### config.mk
export PLATFORM = sky130hd
export DESIGN_NAME = decode_pipe_flat
export DESIGN_NICKNAME = d
export VERILOG_FILES = /design/src/rtl/decode_if.sv /design/src/rtl/decode_pipe.sv /design/src/flat_wrapper.sv
export SDC_FILE = /design/constraint.sdc
export NUM_CORES = 1
export LEC_CHECK = 0
export BUFFER_PORTS_ARGS = -buffer_cell sky130_fd_sc_hd__buf_4
export CAP_MARGIN = 15
export CORE_MARGIN = 2
export CORE_UTILIZATION = 55
export DETAILED_ROUTE_END_ITERATION = 16
export GPL_TIMING_DRIVEN = 0
export PLACE_DENSITY = 0.75
export RECOVER_POWER = 100
export SYNTH_ARGS = -nofsm -noshare
export SYNTH_HDL_FRONTEND = slang
export SYNTH_SLANG_ARGS = --single-unit
### constraint.sdc
create_clock -name clk -period 5.7 [get_ports clk]
set_input_delay 1.14 -clock clk [delete_from_list [all_inputs] [get_ports clk]]
set_output_delay 1.14 -clock clk [all_outputs]
set_load 0.02 [all_outputs]
### src/rtl/decode_if.sv
// Decode-stage port bundle: fetch/control drives the instruction fields and writeback,
// the decode stage answers with in_ready and the registered ID/EX contents.
interface decode_if #(
  parameter int WIDTH = 16,
  parameter int NREGS = 8
);
  localparam int AW = (NREGS > 1) ? $clog2(NREGS) : 1;

  logic             in_valid;
  logic             in_ready;
  logic [AW-1:0]    rs_sel;
  logic [AW-1:0]    rt_sel;
  logic             rs_used;
  logic             rt_used;
  logic [AW-1:0]    rd_sel;
  logic             rd_write;
  logic             rd_is_load;
  logic             wb_en;
  logic [AW-1:0]    wb_sel;
  logic [WIDTH-1:0] wb_data;
  logic             ex_ready;
  logic             flush;
  logic             out_valid;
  logic [WIDTH-1:0] out_a;
  logic [WIDTH-1:0] out_b;
  logic [AW-1:0]    out_rd;
  logic             out_rd_write;
  logic             out_rd_is_load;
  logic             err;

  modport master (
    output in_valid, rs_sel, rt_sel, rs_used, rt_used, rd_sel, rd_write, rd_is_load,
           wb_en, wb_sel, wb_data, ex_ready, flush,
    input  in_ready, out_valid, out_a, out_b, out_rd, out_rd_write, out_rd_is_load, err
  );

  modport slave (
    input  in_valid, rs_sel, rt_sel, rs_used, rt_used, rd_sel, rd_write, rd_is_load,
           wb_en, wb_sel, wb_data, ex_ready, flush,
    output in_ready, out_valid, out_a, out_b, out_rd, out_rd_write, out_rd_is_load, err
  );
endinterface

### src/rtl/decode_pipe.sv
// WISC pipelined decode stage: register file with writeback bypass, pending-load
// scoreboard for load-use/WAW stalls, and a valid/ready ID/EX register with flush.
module decode_pipe #(
  parameter int WIDTH = 16,
  parameter int NREGS = 8
) (
  input logic      clk,
  input logic      rst,
  decode_if.slave  bus
);
  localparam int AW = (NREGS > 1) ? $clog2(NREGS) : 1;

  logic [WIDTH-1:0] rf_q [NREGS];
  logic [WIDTH-1:0] rf_d [NREGS];
  logic [NREGS-1:0] busy_q, busy_d;

  logic             out_valid_q, out_valid_d;
  logic [WIDTH-1:0] out_a_q, out_a_d;
  logic [WIDTH-1:0] out_b_q, out_b_d;
  logic [AW-1:0]    out_rd_q, out_rd_d;
  logic             out_rd_write_q, out_rd_write_d;
  logic             out_rd_is_load_q, out_rd_is_load_d;
  logic             err_q, err_d;

  // Sources: 0 = rs, 1 = rt, 2 = rd (checked for WAW against pending loads).
  logic [2:0][AW-1:0] src_sel;
  logic [2:0]         src_used;
  logic [2:0]         src_busy, src_bad, src_pend, wb_hit;
  logic [WIDTH-1:0]   opnd [2];
  logic               wb_bad;
  logic               ld_in_idex, ld_leave;
  logic               stall, in_ready, accept;

  assign src_sel  = {bus.rd_sel, bus.rt_sel, bus.rs_sel};
  assign src_used = {bus.rd_write, bus.rt_used, bus.rs_used};

  assign ld_in_idex = out_valid_q & out_rd_write_q & out_rd_is_load_q;
  assign ld_leave   = ld_in_idex & bus.ex_ready;

  // NOTE: every variable written in an always_comb gets a default first, so no path can infer a latch.
  always_comb begin
    src_busy = '0;
    src_bad  = '1;
    src_pend = '0;
    wb_hit   = '0;
    wb_bad   = 1'b1;
    opnd[0]  = '0;
    opnd[1]  = '0;
    for (int i = 0; i < NREGS; i++) begin
      if (bus.wb_sel == AW'(i)) wb_bad = 1'b0;
    end
    for (int k = 0; k < 3; k++) begin
      wb_hit[k] = bus.wb_en & (bus.wb_sel == src_sel[k]);
      for (int i = 0; i < NREGS; i++) begin
        if (src_sel[k] == AW'(i)) begin
          src_bad[k]  = 1'b0;
          src_busy[k] = busy_q[i];
        end
      end
      // A same-cycle writeback retires the scoreboard entry but not a load still in ID/EX.
      src_pend[k] = (src_busy[k] & ~wb_hit[k]) | (ld_in_idex & (out_rd_q == src_sel[k]));
    end
    // Selects beyond NREGS match no entry and read as zero.
    for (int k = 0; k < 2; k++) begin
      for (int i = 0; i < NREGS; i++) begin
        if (src_sel[k] == AW'(i)) opnd[k] = wb_hit[k] ? bus.wb_data : rf_q[i];
      end
    end
  end

  assign stall    = |(src_used & src_pend);
  assign in_ready = ~bus.flush & ~stall & (~out_valid_q | bus.ex_ready);
  assign accept   = bus.in_valid & in_ready;

  always_comb begin
    rf_d   = rf_q;
    busy_d = busy_q;
    for (int i = 0; i < NREGS; i++) begin
      if (bus.wb_en && bus.wb_sel == AW'(i)) begin
        rf_d[i]   = bus.wb_data;
        busy_d[i] = 1'b0;
      end
    end
    // Applied after the clear so a load leaving ID/EX wins over a same-register writeback.
    for (int i = 0; i < NREGS; i++) begin
      if (ld_leave && out_rd_q == AW'(i)) busy_d[i] = 1'b1;
    end

    out_valid_d      = out_valid_q;
    out_a_d          = out_a_q;
    out_b_d          = out_b_q;
    out_rd_d         = out_rd_q;
    out_rd_write_d   = out_rd_write_q;
    out_rd_is_load_d = out_rd_is_load_q;
    if (accept) begin
      out_valid_d      = 1'b1;
      out_a_d          = opnd[0];
      out_b_d          = opnd[1];
      out_rd_d         = bus.rd_sel;
      out_rd_write_d   = bus.rd_write;
      out_rd_is_load_d = bus.rd_is_load;
    end else if (bus.ex_ready || bus.flush) begin
      out_valid_d = 1'b0;
    end

    err_d = err_q | (bus.wb_en & wb_bad) | (accept & |(src_used & src_bad));
  end

  // NOTE: sequential state uses non-blocking assignments so every flop samples pre-edge values.
  always_ff @(posedge clk or posedge rst) begin
    if (rst) begin
      // NOTE: the register file is reset because architectural registers must read zero after reset.
      rf_q             <= '{default: '0};
      busy_q           <= '0;
      out_valid_q      <= 1'b0;
      out_a_q          <= '0;
      out_b_q          <= '0;
      out_rd_q         <= '0;
      out_rd_write_q   <= 1'b0;
      out_rd_is_load_q <= 1'b0;
      err_q            <= 1'b0;
    end else begin
      rf_q             <= rf_d;
      busy_q           <= busy_d;
      out_valid_q      <= out_valid_d;
      out_a_q          <= out_a_d;
      out_b_q          <= out_b_d;
      out_rd_q         <= out_rd_d;
      out_rd_write_q   <= out_rd_write_d;
      out_rd_is_load_q <= out_rd_is_load_d;
      err_q            <= err_d;
    end
  end

  assign bus.in_ready       = in_ready;
  assign bus.out_valid      = out_valid_q;
  assign bus.out_a          = out_a_q;
  assign bus.out_b          = out_b_q;
  assign bus.out_rd         = out_rd_q;
  assign bus.out_rd_write   = out_rd_write_q;
  assign bus.out_rd_is_load = out_rd_is_load_q;
  assign bus.err            = err_q;
endmodule

### src/flat_wrapper.sv
// flat-port wrapper written by rule: the top's interface ports become plain ports
module decode_pipe_flat 
#(
  parameter int WIDTH = 16,
  parameter int NREGS = 8
)
  (clk, rst, bus_in_valid, bus_rs_sel, bus_rt_sel, bus_rs_used, bus_rt_used, bus_rd_sel, bus_rd_write, bus_rd_is_load, bus_wb_en, bus_wb_sel, bus_wb_data, bus_ex_ready, bus_flush, bus_in_ready, bus_out_valid, bus_out_a, bus_out_b, bus_out_rd, bus_out_rd_write, bus_out_rd_is_load, bus_err);
  decode_if #(.WIDTH(WIDTH), .NREGS(NREGS)) bus_i ();
  input logic clk;
  input logic rst;
  input wire logic [$bits(bus_i.in_valid)-1:0] bus_in_valid;
  input wire logic [$bits(bus_i.rs_sel)-1:0] bus_rs_sel;
  input wire logic [$bits(bus_i.rt_sel)-1:0] bus_rt_sel;
  input wire logic [$bits(bus_i.rs_used)-1:0] bus_rs_used;
  input wire logic [$bits(bus_i.rt_used)-1:0] bus_rt_used;
  input wire logic [$bits(bus_i.rd_sel)-1:0] bus_rd_sel;
  input wire logic [$bits(bus_i.rd_write)-1:0] bus_rd_write;
  input wire logic [$bits(bus_i.rd_is_load)-1:0] bus_rd_is_load;
  input wire logic [$bits(bus_i.wb_en)-1:0] bus_wb_en;
  input wire logic [$bits(bus_i.wb_sel)-1:0] bus_wb_sel;
  input wire logic [$bits(bus_i.wb_data)-1:0] bus_wb_data;
  input wire logic [$bits(bus_i.ex_ready)-1:0] bus_ex_ready;
  input wire logic [$bits(bus_i.flush)-1:0] bus_flush;
  output wire logic [$bits(bus_i.in_ready)-1:0] bus_in_ready;
  output wire logic [$bits(bus_i.out_valid)-1:0] bus_out_valid;
  output wire logic [$bits(bus_i.out_a)-1:0] bus_out_a;
  output wire logic [$bits(bus_i.out_b)-1:0] bus_out_b;
  output wire logic [$bits(bus_i.out_rd)-1:0] bus_out_rd;
  output wire logic [$bits(bus_i.out_rd_write)-1:0] bus_out_rd_write;
  output wire logic [$bits(bus_i.out_rd_is_load)-1:0] bus_out_rd_is_load;
  output wire logic [$bits(bus_i.err)-1:0] bus_err;
  assign bus_i.in_valid = bus_in_valid;
  assign bus_i.rs_sel = bus_rs_sel;
  assign bus_i.rt_sel = bus_rt_sel;
  assign bus_i.rs_used = bus_rs_used;
  assign bus_i.rt_used = bus_rt_used;
  assign bus_i.rd_sel = bus_rd_sel;
  assign bus_i.rd_write = bus_rd_write;
  assign bus_i.rd_is_load = bus_rd_is_load;
  assign bus_i.wb_en = bus_wb_en;
  assign bus_i.wb_sel = bus_wb_sel;
  assign bus_i.wb_data = bus_wb_data;
  assign bus_i.ex_ready = bus_ex_ready;
  assign bus_i.flush = bus_flush;
  assign bus_in_ready = bus_i.in_ready;
  assign bus_out_valid = bus_i.out_valid;
  assign bus_out_a = bus_i.out_a;
  assign bus_out_b = bus_i.out_b;
  assign bus_out_rd = bus_i.out_rd;
  assign bus_out_rd_write = bus_i.out_rd_write;
  assign bus_out_rd_is_load = bus_i.out_rd_is_load;
  assign bus_err = bus_i.err;
  decode_pipe #(.WIDTH(WIDTH), .NREGS(NREGS)) u_core (.clk(clk), .rst(rst), .bus(bus_i));
endmodule
* Word level (Yosys, flattened, before mapping)
Cells that the tools add are included.
Word-level totals: bits in registers 175, RAM bits 0, memories kept 0, input port bits 38, memory bits (read-only) 0, latch bits 0, word-level logic and storage cells 234, output and inout port bits 40
Operators by class: reductions and logical operators 33, mux-type cells 106, div/mod/pow operators 0, add/sub/neg operators 0, equal/unequal tests 41, $mul 0, shift-type cells 0, bitwise gates (word level) 31, $lt $le $gt $ge 0
Operators with widths (count):
- 16-bit two-way mux | 32
- 1-bit two-way mux | 74
- 3-bit == test, second input constant | 20
- 3-bit by 2-bit == test with 1-bit output, second input constant | 10
- 3-bit == test | 6
- 2-bit nonzero test | 9
- 1-bit bitwise AND | 17
- 1-bit logical AND | 16
- 3-bit by 1-bit == test with 1-bit output, second input constant | 5
- 3-bit logical NOT | 5
- 3-bit bitwise AND | 2
- 1-bit inverter | 6
- 1-bit bitwise OR | 6
- 3-bit OR reduction | 2
- 1-bit logical OR | 1

* Depth between registers and ports, before layout
Gate-level depths: netlist of run 1.
depth in word-level cells 19, depth in mapped cells 11, gate-level depth less buffers 7

* Worst setup path before layout of run 1
No wires, ideal clock.
kind input to output, start point in bus_rt_sel[1], end point out bus_in_ready, arrival time 2.642 ns, path slack 1.918 ns, stages 6, buffers on the path 1, cell sequence buf_2 mux2_2 o2bb2ai_1 nor4_1 or4_1 a31oi_2
On the way: cells in the longest elaborated chain, start to end 16
RTL lines:
- start: declaration | line flat_wrapper.sv:13 | input wire logic [$bits(bus_i.rt_sel)-1:0] bus_rt_sel;
- 3-bit logical NOT | line decode_pipe.sv:55 | if (src_sel[k] == AW'(i)) begin
- 1-bit two-way mux (8 in series) | line decode_pipe.sv:55
- 1-bit bitwise AND | line decode_pipe.sv:61 | src_pend[k] = (src_busy[k] & ~wb_hit[k]) | (ld_in_idex & (out_rd_q == src_sel[k]));
- 1-bit bitwise OR (*) | line decode_pipe.sv:61
- 3-bit bitwise AND (*) | line decode_pipe.sv:71 | assign stall = |(src_used & src_pend);
- 3-bit OR reduction (*) | line decode_pipe.sv:71
- 1-bit inverter (*) | line decode_pipe.sv:72 | assign in_ready = ~bus.flush & ~stall & (~out_valid_q | bus.ex_ready);
- 1-bit bitwise AND (*) (2 in series) | line decode_pipe.sv:72
- end: declaration | line flat_wrapper.sv:24 | output wire logic [$bits(bus_i.in_ready)-1:0] bus_in_ready;
Mark *: on every way between the ends. The rest lies on a longest branch, timed or not.

* Worst setup path in the final report of run 1
start point in bus_wb_sel[1], end point out bus_in_ready
On the way: cells in the longest elaborated chain, start to end 10
RTL lines:
- start: declaration | line flat_wrapper.sv:20 | input wire logic [$bits(bus_i.wb_sel)-1:0] bus_wb_sel;
- 3-bit == test | line decode_pipe.sv:53 | wb_hit[k] = bus.wb_en & (bus.wb_sel == src_sel[k]);
- 1-bit bitwise AND | line decode_pipe.sv:53
- 1-bit inverter | line decode_pipe.sv:61
- 1-bit bitwise AND | line decode_pipe.sv:61
- 1-bit bitwise OR | line decode_pipe.sv:61
- 3-bit bitwise AND (*) | line decode_pipe.sv:71
- 3-bit OR reduction (*) | line decode_pipe.sv:71
- 1-bit inverter (*) | line decode_pipe.sv:72
- 1-bit bitwise AND (*) (2 in series) | line decode_pipe.sv:72
Marks and branches as above.

==> key figures, run 1 <==
Status
  – Status: complete, but fails checks
  – Failing checks: capacitance limit, slew limit

STA
  – Clk_skew: 0.00883 ns
  – Tmin final: 4.49 ns
  – Worst slew margin: -0.432
  – Setup TNS: 0 ns
  – # setup viols final: 0
  – Worst Tran Pin Value: 2.15 ns
  – Fmax: 223 MHz
  – Crit share post-route: 0.788
  – Final Hold Fails: 0
  – Unrepaired setup endpoints after global routing: no
  – Slew Viols, Final: 142

Die
  – Io pins: 78
  – Die width: 142 um
  – Die area: 20100 sq um
  – Core Area: 18600 sq um
  – Initial Utilization: 0.559
  – Rows: 50
  – DIE HEIGHT: 142 um

Global routing
  – Initial antenna violation count: 0
  – GRT Util Overall: 0.356
  – Global route total overflow: 0
  – First-pass GRT wire length: 53.8 mm
  – Number of global-route vias before repair: 9426
  – Pin count of the biggest net entering global routing: 41

Yosys
  – Post-synth cell types: 48
  – Register area share after synthesis: 0.420
  – Number of synthesized flops with an enable pin: 0
  – Synth Warn #: 0
  – Top cells by count, synth: dfrtp_1, nand2_1, mux2_2
  – Syn Std Cell Area: 10400 sq um
  – Cells after Synth: 1075
  – Synth Flop Type: dfrtp_1
  – Dominant cell type by area after synthesis: dfrtp_1
  – Yosys reg bits: 175
  – Share of the synthesized area in the top cell type: 0.420
  – Count leader, synth: dfrtp_1
  – Asr flop ratio synth: 1.00
  – Net count after synthesis: 1113
  – Synth area leaders: dfrtp_1, mux2_2, nand2_1
  – Synth Area per Inst: 9.70 sq um

Clocking
  – Clk Latency, worst-skew pair: 0.44 ns
  – Hold-fix buffers, CTS: 0
  – CTS root buf: clkbuf_16
  – Clock Tree Buf Depth: 2
  – CTS sink cnt: 175
  – H-tree depth: 4
  – Post-CTS sizing: 0
  – Worst-path clk slew: 0.06 ns
  – Number of buffers created by CTS: 17
  – CTS tree: built
  – Setup Buffers After CTS: 0

Worst setup path
  – CP max stage cell: or4_1
  – Max incr delay on CP: 0.53 ns
  – Setup CP Type: in -> out
  – Critical Path Fanout Max: 10
  – Crit path top cell by count: clkbuf_1
  – CP cell instances: clkbuf_1, clkbuf_1, xnor2_1, and4_1, nor4_1, or4_1, a31oi_1, clkbuf_1
  – WP data required: 4.56 ns
  – Worst EP arrival: 3.35 ns
  – CP Launch Type: primary input
  – Crit end category: primary output

Cells and area
  – Antenna diode count: 0
  – Share of layout cells above drive strength 1: 0.193
  – Syn-to-layout area delta: 11.8%
  – FILL cells: 1631
  – Final nets: 1211

Power
  – Total power: 0.00418 W
  – PD cells: 358 nW/um^2
  – Static Leak: 4.78 nW
  – Max VDD drop: 0.220 mV

Detailed routing
  – Vias post-DR: 9652
  – Residual DRC: 0
  – Routed WL: 35.2 mm
  – First-pass DRT Iterations: 7
  – M1 WL: 13.6 mm
  – Met3 Wirelength: 4.52 mm
  – DR vias/cell: 6.80
  – Detailed router's first-iteration violation count: 1536
  – Wire length per cell: 24.8 um
  – Antenna Nets Post-Route: 0
  – WL met2: 15.1 mm
  – Highest Signal Layer: met4

Placed design
  – Count of input and output buffers: 71
  – GP Congestion: 0.972
  – DP Wirelength: 23.9 mm

Worst hold path
  – Hold WC Path Type: reg -> reg

Flow run
  – Max Cap Viol: 5
## worst paths after layout
path / slack (ns) / depth (start not counted) / endpoint / start
setup / recovery: 1.21 / 8 / bus_in_ready / bus_wb_sel[1]
hold / removal: 0.46 / 1 / u_core.bus.err / u_core.bus.err
setup reg to reg: 2.26 / 9 / u_core.bus.out_b[2] / u_core.busy_q[0]
hold reg to reg: 0.46 / 1 / u_core.bus.err / u_core.bus.err
max in group asynchronous: 1.60 / 4 / u_core.rf_q[40] / rst
min in group asynchronous: 0.81 / 2 / u_core.bus.err / rst
## flip-flops by register name, indices dropped and copies added (netlist names)
name / cells
u_core.bus.out_b: 16
u_core.bus.out_a: 16
u_core.bus.out_rd_write: 1
u_core.rf_q: 128
u_core.bus.out_rd_is_load: 1
u_core.bus.err: 1
u_core.busy_q: 8
u_core.bus.out_rd: 3
u_core.bus.out_valid: 1
## stage by stage
step,setup slack (ns),hold WS (ns),std cells,instance area [sq um],util
2_1_floorplan,1.92,0.480,1075,10400,-
3_5_place_dp,1.52,0.452,1388,11400,0.611
5_1_grt,0.977,0.474,1420,11700,0.625
6_report,1.21,0.464,1420,11700,0.625
4_1_cts,1.60,0.468,1420,12000,0.644
3_3_place_gp,1.19,0.445,1380,11300,0.604
## metal layers
layer,GRT usage,vias up
met5,0,-
li1,-,4122
met2,0.523,724
met1,0.474,4635
met4,0.182,0
met3,0.117,171
## cell usage in the layout, fill, tap and decap left out, types with 4 or more instances in the layout
cell type    n
clkbuf_16   17
o21ai_1     17
inv_6        5
nor2_1      20
buf_4       28
o22ai_1     17
buf_2       10
xnor2_1     14
a31oi_1     37
buf_1        6
a21oi_1     95
clkbuf_1   135
dfrtp_1    175
inv_1        7
mux2_1      43
nand4_1      7
nand2b_1    11
mux2_2     139
a211oi_1    12
o21ai_0     91
nor2b_1     11
nand3_1     39
nand2_1    151
o2bb2ai_1   24
nor4_1       5
o32a_1       4
mux4_2      12
nor3_1       7
## logic make-up (layout without fill, tap and decap cells)
group / after synthesis / in the layout / share of synthesized area
AOI/OAI and AO/OA: 308 / 308 / 0.173
xor gates and xnor gates: 16 / 16 / 0.0134
buffers and inverters: 111 / 222 / 0.0445
DFF: 175 / 175 / 0.420
muxes: 199 / 199 / 0.234
and+or+nand+nor: 266 / 266 / 0.115
## cell type report
cell class | count | area [sq um] | share of cell area
Multi-Input combinational cell | 789 | 5510 | 0.473
Clock inverter | 13 | 173 | 0.0148
Timing Repair Buffer | 79 | 418 | 0.0358
Buffer | 102 | 407 | 0.0349
Clock buffer | 19 | 443 | 0.0380
Inverter | 9 | 35.0 | 0.00300
Tap cell | 234 | 293 | 0.0251
Sequential cell | 175 | 4380 | 0.376
## worst max-delay path, delay by kind of cell
kind                      cells  cell delay (ns)
AOI/OAI and AO/OA             1             0.22
and+or+nand+nor               3             0.94
xor gates and xnor gates      1             0.21
buffers and inverters         3             0.84
## where the power goes
group	internal, W	leakage [nW]	switching (W)	total (W)
clock network	0.000712	0.305	0.000543	0.00125
logic	0.000484	2.35	0.000647	0.00113
registers	0.00156	2.13	0.000236	0.00179
Power figures use the tool's default switching activity.
==> run 2, diff against run 1 <==
- ABC_AREA: unset -> 1
- CORE_UTILIZATION: 55 -> 56
- PLACE_DENSITY: 0.75 -> 0.76
- clock period: 5.7 -> 4.05 ns (I/O delays scaled with it)
==> run 2 against run 1 <==
  * The run still ends with capacitance limit, slew limit left
  * First-iteration DRC count shrank 0.52%
  * Final area grew 6.5%
  * Core utilization grew 1.1 points
  * Sequential power grew 31%
  * Critical path type unchanged
  * Worst setup slack lost 0.88 ns
  * Cell count grew 46%
  * Critical endpoint unchanged
  * Via count grew 29%
  * Register-to-register slack lost 0.80 ns
  * Sequential share of layout area shrank 2.3 points
==> key figures, run 2 <==
Worst setup path
  – Critical Path Fanout Max: 10
  – Crit path top cell by count: nand2_1
  – CP max stage cell: nor3_1
  – Max incr delay on CP: 0.78 ns
  – CP cell instances: buf_2, inv_2, nor3_1, nand2_1, nand3_1, nand2_1, a21oi_1, nor2_2, clkbuf_2, buf_4
  – CP bufs+invs: 4
  – Worst EP arrival: 2.91 ns
  – CP Launch Type: primary input
  – Crit end category: primary output
  – Setup CP Type: in -> out
  – WP data required: 3.24 ns
  – CP top delay family: simple AND/OR/NAND/NOR gates

Global routing
  – Number of global-route vias before repair: 11600
  – First-pass GRT wire length: 62.6 mm
  – Global route total overflow: 0
  – Pin count of the biggest net entering global routing: 43
  – Initial antenna violation count: 0
  – GRT Util Overall: 0.372

Yosys
  – Synth Flop Type: dfrtp_1
  – Count leader, synth: nand2_1
  – Number of synthesized flops with an enable pin: 0
  – Synth Warn #: 0
  – Synth Area per Inst: 6.55 sq um
  – Multiplexer share of the synthesized area: 0
  – Syn Std Cell Area: 11200 sq um
  – Largest family of logic cells by synthesized area: simple AND/OR/NAND/NOR gates
  – Simple-gate share of the synthesized area: 0.345
  – Share of the synthesized area in the top cell type: 0.391
  – Register area share after synthesis: 0.391
  – Top cells by count, synth: nand2_1, o21ai_0, nand3_1
  – Synth area leaders: dfrtp_1, nand2_1, o21ai_0
  – Yosys reg bits: 175
  – Asr flop ratio synth: 1.00
  – Post-synth cell types: 25
  – Cells after Synth: 1711
  – Compound-Gate Fraction of Synth Area: 0.162
  – Dominant cell type by area after synthesis: dfrtp_1
  – Synth Area in XOR/XNOR: 0.00703
  – Post-Synth Adder-Cell Area: 0
  – Net count after synthesis: 1749

Die
  – DIE HEIGHT: 145 um
  – Rows: 51
  – Core Area: 19500 sq um
  – Die width: 145 um
  – Initial Utilization: 0.574
  – Io pins: 78
  – Die area: 21200 sq um

Cells and area
  – Most frequent cells in the layout: nand2_1, o21ai_0, nand3_1, dfrtp_1, inv_1
  – Syn-to-layout area delta: 10.8%
  – Antenna diode count: 0
  – Commonest non-fill, non-tap cell in the layout: nand2_1
  – Finished Core Util: 0.636
  – Biggest register: u_core.rf_q
  – Share of layout cells above drive strength 1: 0.0677
  – Number of flip-flops under the largest register name: 128
  – Final nets: 1828

Detailed routing
  – Routed WL: 38.9 mm
  – Detailed router's first-iteration violation count: 1528
  – Vias post-DR: 12500
  – First-pass DRT Iterations: 6
  – DR vias/cell: 6.05
  – Wire length per cell: 18.8 um
  – Residual DRC: 0
  – Antenna Nets Post-Route: 0

STA
  – Final Hold Fails: 0
  – Crit share post-route: 0.918
  – Final WS setup: 0.334 ns
  – Worst Tran Pin Value: 1.95 ns
  – Slew Viols, Final: 71
  – Unrepaired setup endpoints after global routing: no
  – Fmax: 269 MHz
  – Tmin final: 3.72 ns
  – Clk_skew: 0.0102 ns
  – # setup viols final: 0
  – Worst slew margin: -0.297
  – WHS: 0.477 ns

Placed design
  – Count of input and output buffers: 56
  – DP Wirelength: 30.2 mm
  – Placement Setup Slack: 0.445 ns
  – GP Congestion: 0.954

Power
  – PD cells: 461 nW/um^2
  – Max VDD drop: 0.305 mV
  – Static Leak: 6.07 nW

Worst hold path
  – Hold WC Path Type: reg -> reg

Clocking
  – CTS sink cnt: 175
  – CTS root buf: clkbuf_16
  – H-tree depth: 4
  – CTS tree: built
  – Setup Buffers After CTS: 0
  – Clk Latency, worst-skew pair: 0.46 ns
  – Number of buffers created by CTS: 17
  – Worst-path clk slew: 0.07 ns
  – Clock Tree Buf Depth: 2
  – Hold-fix buffers, CTS: 0
  – Post-CTS sizing: 0

Status
  – Status: complete, but fails checks
  – Failing checks: capacitance limit, slew limit

Flow run
  – Max Cap Viol: 2
-- run 2: changes by cell type after synthesis, moves of 47 or more --
cell     delta
inv_1     +113
mux2_2    -142
nand2_1   +471
nand3_1   +166
nor2_1     +47
o21ai_0   +149
-- run 2: routing by layer --
layer / vias up / track usage / routed length, um
li1: 5721 / - / -
met1: 5875 / 0.486 / 15100
met2: 738 / 0.615 / 18500
met3: 162 / 0.0505 / 3340
met4: 0 / 0.181 / 2030
met5: - / 0 / 0
-- run 2: path summary, 6_finish.rpt --
check	from	slack (ns)	endpoint	cells after the start
min in group asynchronous	rst	0.63	u_core.rf_q[109]	2
max in group asynchronous	rst	0.98	u_core.rf_q[21]	3
hold / removal	u_core.bus.err	0.48	u_core.bus.err	1
setup reg to reg	u_core.bus.out_rd[2]	1.46	u_core.bus.out_b[5]	11
hold reg to reg	u_core.bus.err	0.48	u_core.bus.err	1
setup / recovery	bus_rt_sel[2]	0.33	bus_in_ready	10
-- run 2: stage by stage --
stage	cells	cell area (sq um)	total power [W]	TNS (ns)
after CTS	2067	12600	0.00581	0
after detailed placement	2036	12000	0.00413	0
after floorplan	1711	11200	0.00351	0
after global routing	2067	12400	0.00602	0
after global placement	2032	12000	0.00407	-22.63
final	2067	12400	0.00573	0
-- run 2: cells by family after synthesis --
group / after synthesis
flops: 175
compound gates: 344
buf+inv: 254
xor+xnor: 9
simple gates: 929
-- run 2: final cells by class --
class                      count  area [sq um]
inverter                     132           499
timing repair buffer          60           323
clock inverter                14           171
tap                          265           332
fill                        1965          7110
multi-input combinational   1282          5750
clock buffer                  17           425
buffer                       122           537
sequential                   175          4380
-- run 2: where the power goes --
group,internal [W],switching (W),total (W)
Sequential,0.00213,0.000214,0.00235
Clock,0.000879,0.000838,0.00172
Combinational,0.000517,0.00114,0.00166
Total,0.00353,0.00220,0.00573
==> run 3, diff against run 2 <==
- ABC_AREA: 1 -> unset
- CORE_UTILIZATION: 56 -> 55
- PLACE_DENSITY: 0.76 -> 0.75
==> run 3 against run 2 <==
  * The run still ends with capacitance limit, slew limit left
  * Cell count down 31%
  * Routed wire length fell by 9.9%
  * Count of clock-buffer cells in the layout is 2 higher
  * Via count decreased by 23%
  * Non-clock buffer count is 1 lower
  * Sequential share of layout area up 2.3 points
  * Combinational power down 4%
  * Register-to-register slack lost 0.66 ns
  * Worst setup slack worse by 0.097 ns
  * Sequential power is 8% higher
  * Clock power grew 2%
  * Total power is 2.7% higher
==> key figures, run 3 (synthesis results as in run 1) <==
Status
  – Status: complete, but fails checks
  – Failing checks: capacitance limit, slew limit

Clocking
  – CTS sink cnt: 175
  – Post-CTS sizing: 0
  – Hold-fix buffers, CTS: 0
  – H-tree depth: 4
  – Worst-path clk slew: 0.07 ns
  – CTS root buf: clkbuf_16
  – Number of buffers created by CTS: 17
  – Setup Buffers After CTS: 0
  – Clk Latency, worst-skew pair: 0.44 ns
  – CTS tree: built
  – Clock Tree Buf Depth: 2

Global routing
  – Number of global-route vias before repair: 9430
  – Global route total overflow: 0
  – First-pass GRT wire length: 53.8 mm
  – Initial antenna violation count: 0
  – GRT Util Overall: 0.356
  – Pin count of the biggest net entering global routing: 41

Die
  – Rows: 50
  – Io pins: 78
  – Die width: 142 um
  – Die area: 20100 sq um
  – Core Area: 18600 sq um
  – DIE HEIGHT: 142 um
  – Initial Utilization: 0.559

Worst setup path
  – Crit end category: register
  – Critical Path Fanout Max: 10
  – CP Launch Type: primary input
  – CP max stage cell: nor3b_1
  – Setup CP Type: in -> reg
  – Max incr delay on CP: 1.44 ns
  – WP data required: 4.37 ns
  – Crit path top cell by count: clkbuf_1
  – CP cell instances: clkbuf_1, clkbuf_1, nand2b_1, nor3b_1, clkbuf_1, mux2_2
  – Worst EP arrival: 4.13 ns

Power
  – PD cells: 504 nW/um^2
  – Max VDD drop: 0.305 mV
  – Total power: 0.00588 W
  – Static Leak: 4.80 nW

STA
  – # setup viols final: 0
  – Worst slew margin: -0.445
  – Worst Tran Pin Value: 2.17 ns
  – Final Hold Fails: 0
  – Clk_skew: 0.00928 ns
  – Tmin final: 3.81 ns
  – Crit share post-route: 0.942
  – WHS: 0.464 ns
  – Slew Viols, Final: 79
  – Fmax: 262 MHz
  – Setup TNS: 0 ns
  – Unrepaired setup endpoints after global routing: no

Worst hold path
  – Hold WC Path Type: reg -> reg

Flow run
  – Max Cap Viol: 3

Placed design
  – Post-Place Cells: 1388
  – Count of input and output buffers: 71
  – DP Wirelength: 23.9 mm
  – GP Congestion: 0.972

Detailed routing
  – Residual DRC: 0
  – Routed WL: 35.1 mm
  – First-pass DRT Iterations: 8
  – Wire length per cell: 24.7 um
  – Detailed router's first-iteration violation count: 1415
  – Antenna Nets Post-Route: 0
  – Vias post-DR: 9622
  – DR vias/cell: 6.78

Cells and area
  – Non-filler cells in the finished layout: 1420
  – Syn-to-layout area delta: 12.0%
  – Final nets: 1211
  – Finished Core Util: 0.626
  – Share of layout cells above drive strength 1: 0.198
  – Commonest non-fill, non-tap cell in the layout: dfrtp_1
  – Most frequent cells in the layout: dfrtp_1, nand2_1, mux2_2, clkbuf_1, a21oi_1
  – Antenna diode count: 0
  – Biggest register: u_core.rf_q
  – Number of flip-flops under the largest register name: 128
[run 3: cell types whose count changed in the layout (fill, tap and decap cells not counted), sizes merged, moves of 37 or more]
cell / previous run / this run
a31oi: 0 / 37
mux2: 0 / 184
nand3: 205 / 39
o21ai: 233 / 108
inv: 137 / 14
nand2: 622 / 151
nor2: 72 / 20
[run 3: report_power, final]
group	internal, W	leakage, nW	total, W	switching, W
Clock	0.00100	0.305	0.00176	0.000757
Combinational	0.000687	2.37	0.00160	0.000909
Sequential	0.00219	2.13	0.00253	0.000334
[run 3: path summary, 6_finish.rpt]
path	to	slack [ns]	cells past startpoint	startpoint
worst max register to register	u_core.bus.out_a[8]	0.80	9	u_core.busy_q[0]
worst max-delay path	u_core.rf_q[81]	0.24	6	bus_wb_en
min in group asynchronous	u_core.bus.out_b[6]	0.49	2	rst
worst min-delay path	u_core.bus.err	0.46	1	u_core.bus.err
max in group asynchronous	u_core.rf_q[31]	1.04	4	rst
worst min register to register	u_core.bus.err	0.46	1	u_core.bus.err
[run 3: final cells by class]
class	instances	area (sq um)
clock inverter	13	173
clock buffer	19	443
sequential	175	4380
timing repair buffer	79	420
tap	234	293
fill	1625	6970
inverter	9	35.0
multi-input combinational	789	5520
buffer	102	409
[run 3: metrics by stage]
step	instance area (sq um)	setup slack, ns
2_1_floorplan	10400	0.891
3_3_place_gp	11300	-0.132
3_5_place_dp	11400	0.203
4_1_cts	12000	0.610
5_1_grt	11700	0.218
6_report	11700	0.237
[run 3: metal layers]
metal	share of wire	track usage	wire (um)
met5	0	0	0
met4	0.049	0.181	1710
met3	0.13	0.116	4530
met2	0.43	0.523	15200
met1	0.39	0.474	13700
[run 3: worst max-delay path: cells and delay by family]
kind | cells | cell delay [ns]
buffers and inverters | 3 | 1.27
multiplexers | 1 | 0.42
AND/OR/NAND/NOR | 2 | 1.63
